<file path="src/rtl/sid_pipe_sched_if.sv">
// sid_pipe_sched_if: frame start, busy and pipeline strobes between the scheduler and the audio top level
interface sid_pipe_sched_if;
  logic       start;
  logic       busy;
  logic       voice_load;
  logic [1:0] load_sid;
  logic [1:0] load_voice;
  logic       voice_active;
  logic       voice_cap;
  logic [1:0] cap_sid;
  logic [1:0] cap_voice;
  logic       flt_setup;
  logic [1:0] flt_sid;
  logic [2:0] flt_stage;
  logic       flt_done;
  logic       frame_done;
  logic       overrun;
  modport master (
    input  start,
    output busy, voice_load, load_sid, load_voice, voice_active, voice_cap, cap_sid, cap_voice,
           flt_setup, flt_sid, flt_stage, flt_done, frame_done, overrun
  );
  modport slave (
    output start,
    input  busy, voice_load, load_sid, load_voice, voice_active, voice_cap, cap_sid, cap_voice,
           flt_setup, flt_sid, flt_stage, flt_done, frame_done, overrun
  );
endinterface

</file>
<file path="src/rtl/sid_pipe_sched.sv">
// sid_pipe_sched: sequences all SID voices through one voice pipeline, then each SID through one filter pipeline
module sid_pipe_sched #(
  parameter int N_SID      = 2,
  parameter int N_VOICE    = 3,
  parameter int VOICE_LAT  = 1,
  parameter int FLT_STAGES = 8
) (
  input logic             clk,
  input logic             rst_n,
  sid_pipe_sched_if.master bus
);
  localparam int D = VOICE_LAT + 1;
  typedef enum logic [1:0] {IDLE, WAIT, SETUP, RUN} state_t;
  state_t              r_state;
  logic                r_busy, r_load, r_act, r_setup, r_fdone, r_frdone, r_ovr;
  logic [1:0]          r_lsid, r_lvoice, r_s, r_fsid;
  logic [2:0]          r_stage, r_ncap;
  logic [D-1:0]        r_d;
  logic [D-1:0][1:0]   r_dsid, r_dvoice;
  logic                w_acc, w_last_load, w_pre, w_pen, w_end, w_lastsid, w_rdy_s, w_rdy_n;
  logic [1:0]          w_s1;
  assign w_acc       = bus.start && (!r_busy || r_frdone);
  assign w_last_load = r_lsid == 2'(N_SID - 1) && r_lvoice == 2'(N_VOICE - 1);
  // a SID's last voice is captured on the cycle after it reaches tap D-2
  assign w_pre       = r_d[D-2] && r_dvoice[D-2] == 2'(N_VOICE - 1);
  assign w_s1        = r_s + 2'd1;
  assign w_lastsid   = r_s == 2'(N_SID - 1);
  assign w_pen       = r_stage == 3'(FLT_STAGES - 2);
  assign w_end       = r_stage == 3'(FLT_STAGES - 1);
  assign w_rdy_s     = (w_pre && r_dsid[D-2] == r_s) || {1'b0, r_s} < r_ncap;
  assign w_rdy_n     = (w_pre && r_dsid[D-2] == w_s1) || {1'b0, w_s1} < r_ncap;
  always_ff @(posedge clk or negedge rst_n) begin
    if (!rst_n) begin
      r_state  <= IDLE;
      r_busy   <= 1'b0;
      r_load   <= 1'b0;
      r_act    <= 1'b0;
      r_setup  <= 1'b0;
      r_fdone  <= 1'b0;
      r_frdone <= 1'b0;
      r_ovr    <= 1'b0;
      r_lsid   <= '0;
      r_lvoice <= '0;
      r_s      <= '0;
      r_fsid   <= '0;
      r_stage  <= '0;
      r_ncap   <= '0;
      r_d      <= '0;
      r_dsid   <= '0;
      r_dvoice <= '0;
    end else begin
      r_ovr    <= bus.start && !w_acc;
      r_busy   <= w_acc || (r_busy && !r_frdone);
      r_load   <= w_acc || (r_load && !w_last_load);
      if (r_load) begin
        r_lvoice <= r_lvoice == 2'(N_VOICE - 1) ? 2'd0 : r_lvoice + 2'd1;
        r_lsid   <= r_lvoice != 2'(N_VOICE - 1) ? r_lsid : w_last_load ? 2'd0 : r_lsid + 2'd1;
      end
      r_d      <= {r_d[D-2:0], r_load};
      r_dsid   <= {r_dsid[D-2:0], r_lsid};
      r_dvoice <= {r_dvoice[D-2:0], r_lvoice};
      r_act    <= r_load || |r_d[D-2:0];
      r_ncap   <= w_acc ? 3'd0 : r_ncap + 3'(w_pre);
      r_stage  <= (r_state == RUN && !w_end) ? r_stage + 3'd1 : 3'd0;
      r_fdone  <= r_state == RUN && w_pen;
      r_frdone <= r_state == RUN && w_pen && w_lastsid;
      r_setup  <= 1'b0;
      case (r_state)
        IDLE: if (w_acc) begin
          r_state <= WAIT;
          r_s     <= '0;
        end
        WAIT: if (w_rdy_s) begin
          r_state <= SETUP;
          r_setup <= 1'b1;
          r_fsid  <= r_s;
        end
        SETUP: r_state <= RUN;
        RUN: begin
          // the next SID's setup may overlap the current run's final stage
          if (w_lastsid) begin
            if (w_end) begin
              r_state <= w_acc ? WAIT : IDLE;
              r_s     <= '0;
            end
          end else if ((w_pen || w_end) && w_rdy_n) begin
            r_state <= SETUP;
            r_setup <= 1'b1;
            r_s     <= w_s1;
            r_fsid  <= w_s1;
          end else if (w_end) begin
            r_state <= WAIT;
            r_s     <= w_s1;
          end
        end
        default: r_state <= IDLE;
      endcase
    end
  end
  assign bus.busy         = r_busy;
  assign bus.voice_load   = r_load;
  assign bus.load_sid     = r_lsid;
  assign bus.load_voice   = r_lvoice;
  assign bus.voice_active = r_act;
  assign bus.voice_cap    = r_d[D-1];
  assign bus.cap_sid      = r_dsid[D-1];
  assign bus.cap_voice    = r_dvoice[D-1];
  assign bus.flt_setup    = r_setup;
  assign bus.flt_sid      = r_fsid;
  assign bus.flt_stage    = r_stage;
  assign bus.flt_done     = r_fdone;
  assign bus.frame_done   = r_frdone;
  assign bus.overrun      = r_ovr;
endmodule

</file>
<file path="src/flat_wrapper.sv">
// flat-port wrapper written by rule: the top's interface ports become plain ports
module sid_pipe_sched_flat 
#(
  parameter int N_SID      = 2,
  parameter int N_VOICE    = 3,
  parameter int VOICE_LAT  = 1,
  parameter int FLT_STAGES = 8
)
  (clk, rst_n, bus_start, bus_busy, bus_voice_load, bus_load_sid, bus_load_voice, bus_voice_active, bus_voice_cap, bus_cap_sid, bus_cap_voice, bus_flt_setup, bus_flt_sid, bus_flt_stage, bus_flt_done, bus_frame_done, bus_overrun);
  sid_pipe_sched_if bus_i ();
  input logic clk;
  input logic rst_n;
  input wire logic [$bits(bus_i.start)-1:0] bus_start;
  output wire logic [$bits(bus_i.busy)-1:0] bus_busy;
  output wire logic [$bits(bus_i.voice_load)-1:0] bus_voice_load;
  output wire logic [$bits(bus_i.load_sid)-1:0] bus_load_sid;
  output wire logic [$bits(bus_i.load_voice)-1:0] bus_load_voice;
  output wire logic [$bits(bus_i.voice_active)-1:0] bus_voice_active;
  output wire logic [$bits(bus_i.voice_cap)-1:0] bus_voice_cap;
  output wire logic [$bits(bus_i.cap_sid)-1:0] bus_cap_sid;
  output wire logic [$bits(bus_i.cap_voice)-1:0] bus_cap_voice;
  output wire logic [$bits(bus_i.flt_setup)-1:0] bus_flt_setup;
  output wire logic [$bits(bus_i.flt_sid)-1:0] bus_flt_sid;
  output wire logic [$bits(bus_i.flt_stage)-1:0] bus_flt_stage;
  output wire logic [$bits(bus_i.flt_done)-1:0] bus_flt_done;
  output wire logic [$bits(bus_i.frame_done)-1:0] bus_frame_done;
  output wire logic [$bits(bus_i.overrun)-1:0] bus_overrun;
  assign bus_i.start = bus_start;
  assign bus_busy = bus_i.busy;
  assign bus_voice_load = bus_i.voice_load;
  assign bus_load_sid = bus_i.load_sid;
  assign bus_load_voice = bus_i.load_voice;
  assign bus_voice_active = bus_i.voice_active;
  assign bus_voice_cap = bus_i.voice_cap;
  assign bus_cap_sid = bus_i.cap_sid;
  assign bus_cap_voice = bus_i.cap_voice;
  assign bus_flt_setup = bus_i.flt_setup;
  assign bus_flt_sid = bus_i.flt_sid;
  assign bus_flt_stage = bus_i.flt_stage;
  assign bus_flt_done = bus_i.flt_done;
  assign bus_frame_done = bus_i.frame_done;
  assign bus_overrun = bus_i.overrun;
  sid_pipe_sched #(.N_SID(N_SID), .N_VOICE(N_VOICE), .VOICE_LAT(VOICE_LAT), .FLT_STAGES(FLT_STAGES)) u_core (.clk(clk), .rst_n(rst_n), .bus(bus_i));
endmodule
</file>
<file path="config.mk">
export PLATFORM = sky130hd
export DESIGN_NAME = sid_pipe_sched_flat
export DESIGN_NICKNAME = d
export VERILOG_FILES = /design/src/rtl/sid_pipe_sched_if.sv /design/src/rtl/sid_pipe_sched.sv /design/src/flat_wrapper.sv
export SDC_FILE = /design/constraint.sdc
export NUM_CORES = 1
export LEC_CHECK = 0
export ABC_AREA = 1
export CAP_MARGIN = 20
export CELL_PAD_IN_SITES_DETAIL_PLACEMENT = 1
export CELL_PAD_IN_SITES_GLOBAL_PLACEMENT = 1
export CORE_ASPECT_RATIO = 0.7
export CORE_MARGIN = 4
export CORE_UTILIZATION = 40
export CTS_CLUSTER_SIZE = 12
export DETAILED_ROUTE_END_ITERATION = 10
export PLACE_DENSITY = 0.82
export SLEW_MARGIN = 5
export SYNTH_ARGS = -nofsm -noshare
export SYNTH_HDL_FRONTEND = slang
export SYNTH_SLANG_ARGS = --single-unit
export TNS_END_PERCENT = 50
</file>
<file path="constraint.sdc">
create_clock -name clk -period 3.3 [get_ports clk]
set_clock_uncertainty 0.05 [all_clocks]
set_input_delay 0.33 -clock clk [delete_from_list [all_inputs] [get_ports clk]]
set_output_delay 0.33 -clock clk [all_outputs]
set_load 0.02 [all_outputs]
</file>
==> metrics.md <==
| Metric | Value |
|---|---|
| Outcome | finished, final reports clean |
| Synthesized flop and latch total | 33 |
| Worst hold path class | reg -> reg |
| Wl on met1 | 1.69 mm |
| DP Worst Slack | 1.35 ns |
| Total Nets Final | 194 |
| # IOs | 24 |
| Post-CTS sizing | 0 |
| Largest area contributor in the netlist | dfrtp_1 |
| Sequential cell area fraction in the yosys report | 0.552 |
| Post-synth top area share | 0.552 |
| Area Overhead vs Synth | 24.1% |
| Synthesized-area fraction occupied by adder cells | 0.0753 |
| Mapped Cells | 155 |
| Fmax | 496 MHz |
| # DRC | 0 |
| H-tree levels | 2 |
| Distinct cells, synth | 23 |
| Worst path arrival time | 2.15 ns |
| Met2 WL | 1.73 mm |
| Net Count, Synth | 167 |
| Initial antenna violation count | 0 |
| GRT Overall Usage | 0.176 |
| WL/cell | 15.7 um |
| Post-CTS setup buffer count | 0 |
| Vert. Die Dim | 59.2 um |
| Post-synthesis mux area share | 0 |
| Yosys warns | 0 |
| Unrepaired setup endpoints after global routing | false |
| Port-buffer cells | 23 |
| CTS Buf Count | 5 |
| Async S/R FF share, synth | 1.00 |
| Worst-Skew Late Latency | 0.29 ns |
| Syn Area/Cell | 9.65 um^2 |
| Clk slew on worst S/H paths | 0.07 ns |
| Sink Count | 33 |
| Max clock buf depth | 2 |
| FILL cells | 432 |
| # rows | 18 |
| RD Place Congestion | 0.811 |
| Max Cap Viol | 0 |
| Total congestion overflow | 0 |
| Fin. Hold Viols | 0 |
| Maximum vdd drop | 175 uV |
| Main combinational cell family by area after synthesis | simple AND/OR/NAND/NOR gates |
| Crit path kind | reg -> reg |
| CP Max Fanout | 6 |
| Final WL | 3.64 mm |
| Ranking of synthesized cells by area | dfrtp_1 (55%), ha_1 (7.5%), nand2_1 (7.5%), inv_1 (6.0%), nand2_2 (3.8%) |
| LEAKAGE | 0.954 nW |
| WP buf/inv | 2 |
| Power Total | 0.741 mW |
| Post-route ant nets | 0 |
| Mapped Area | 1500 um^2 |
| CP peak stage delay | 0.46 ns |
| Vias in the first global route | 1,253 |
| Simple-gate portion of the synthesized area | 0.223 |
| Clock root cell | clkbuf_8 |
| Post-synthesis xor/xnor area fraction | 0.0176 |
| Slowest stage cell, crit path | dfrtp_1 |
| Met3 WL | 130 um |
| Number of DRC markers in iteration 0 | 33 |
| Multi-input combinational cell area | 546 um^2 |
| N_diodes | 0 |
| Compound-Gate Fraction of Synth Area | 0.0485 |
| Top delay family on crit path | adder cells |
| Initial Util | 0.420 |
| Crit path time final | 2.02 ns |
| Crit share post-route | 0.611 |
| Global-route wire length before repair | 6.02 mm |
| Vias/cell | 4.72 |
| R2r setup slk | 1.28 ns |
| Via count | 1,094 |
| EDFF count, synth | 0 |
| Full die area | 4800 um^2 |
| Core area | 3560 um^2 |
| Layout cell share with drive strength beyond 1 | 0.148 |
| Crit path cell chain | inv_2, ha_1, inv_1, ha_1, nand3_1, nand2_1, nand2_2, nand2_2, nand2_2, nand2_2, nand2_1, o21ai_1 |
| Endpoints failing setup | 0 |
| Critical Path RT | 3.43 ns |
| Final setup margin | 1.28 ns |
| CP Launch Type | register |
| Largest net degree at the start of global routing | 34 |
| Hold buffer count at CTS | 0 |
| Register area | 826 um^2 |
| Synth Flop Type | dfrtp_1 |
| Cell Pwr Density | 399 nW/um^2 |
| Iteration count of the initial detailed-routing pass | 4 |
| Crit path top cell by count | nand2_2 |
| CP endpoint kind | register |
| Post-DP HPWL | 2.66 mm |
| Die Width | 81.1 um |
| Setup tns final | 0 ns |
| Worst-Margin Slew | 0.425 ns |
| CTS tree | built |
| Top routing layer in use | met4 |
| Slew Limit Headroom | 0.717 |
| Max-slew violation count | 0 |
[through the flow]
| stage | hold slack [ns] | util | cell area [um^2] | cells |
|---|---|---|---|---|
| floorplan | -0.0156 | - | 1500 | 155 |
| global placement | 0.311 | 0.496 | 1770 | 225 |
| detailed placement | 0.331 | 0.496 | 1770 | 225 |
| CTS | 0.347 | 0.521 | 1860 | 232 |
| global route | 0.362 | 0.521 | 1860 | 232 |
| finish | 0.342 | 0.521 | 1860 | 232 |
[synth_stat cells (2+ instances only)]
cell type	n
nand2_1	30
xnor2_1	2
ha_1	9
o21ai_0	4
inv_1	24
dfrtp_1	33
nor2_2	2
nand2_2	9
or2_2	2
nor2_1	14
buf_4	4
nand3_1	6
o21ai_1	4
a21oi_1	3
[cells in the final DEF, fill, tap and decap left out, drive strengths merged]
master         synthesis  final
a21oi                  4      4
o21ai                  8      8
buf                    4      1
or2                    2      2
clkinvlp               0      1
clkdlybuf4s50          0     23
o41ai                  1      1
nor3                   1      1
ha                     9      9
nand3b                 1      1
inv                   25     25
xor2                   1      1
nor2                  17     17
nand3                  7      7
dfrtp                 33     33
xnor2                  2      2
nand2                 40     40
clkbuf                 0      6
[final cells by class]
class | count | area share
Sequential cell | 33 | 0.445
Multi-Input combinational cell | 93 | 0.294
Timing Repair Buffer | 24 | 0.128
Inverter | 25 | 0.0506
Clock buffer | 6 | 0.0445
Tap cell | 50 | 0.0337
Clock inverter | 1 | 0.00405
[cell families (layout without fill, tap and decap cells)]
| group | count (synthesis) | after routing |
|---|---|---|
| and+or+nand+nor | 68 | 68 |
| DFF | 33 | 33 |
| buffers and inverters | 29 | 56 |
| AOI/OAI and AO/OA | 13 | 13 |
| adders and majority gates | 9 | 9 |
| xor gates and xnor gates | 3 | 3 |
[path summary, 6_finish.rpt]
check	start	end	cells past startpoint
worst max-delay path	u_core.r_s[0]	u_core.r_s[0]	12
worst min register to register	u_core.r_dvoice[1]	u_core.bus.cap_voice[1]	0
min in group asynchronous	rst_n	u_core.bus.flt_stage[1]	2
worst max register to register	u_core.r_s[0]	u_core.r_s[0]	12
max in group asynchronous	rst_n	u_core.bus.load_sid[0]	2
worst min-delay path	u_core.r_dvoice[1]	u_core.bus.cap_voice[1]	0
[where the power goes]
part	leakage (nW)	internal [mW]	switching, mW	total (mW)
Clock	0.0433	0.165	0.157	0.322
Sequential	0.438	0.405	0.000227	0.405
Combinational	0.473	0.00413	0.00960	0.0137
[layer usage]
metal  vias up  track usage
met5         -            0
met4         0       0.0602
met3        12       0.0638
met2        27        0.290
met1       531        0.215
li1        524            -
Power figures use the tool's default switching activity.
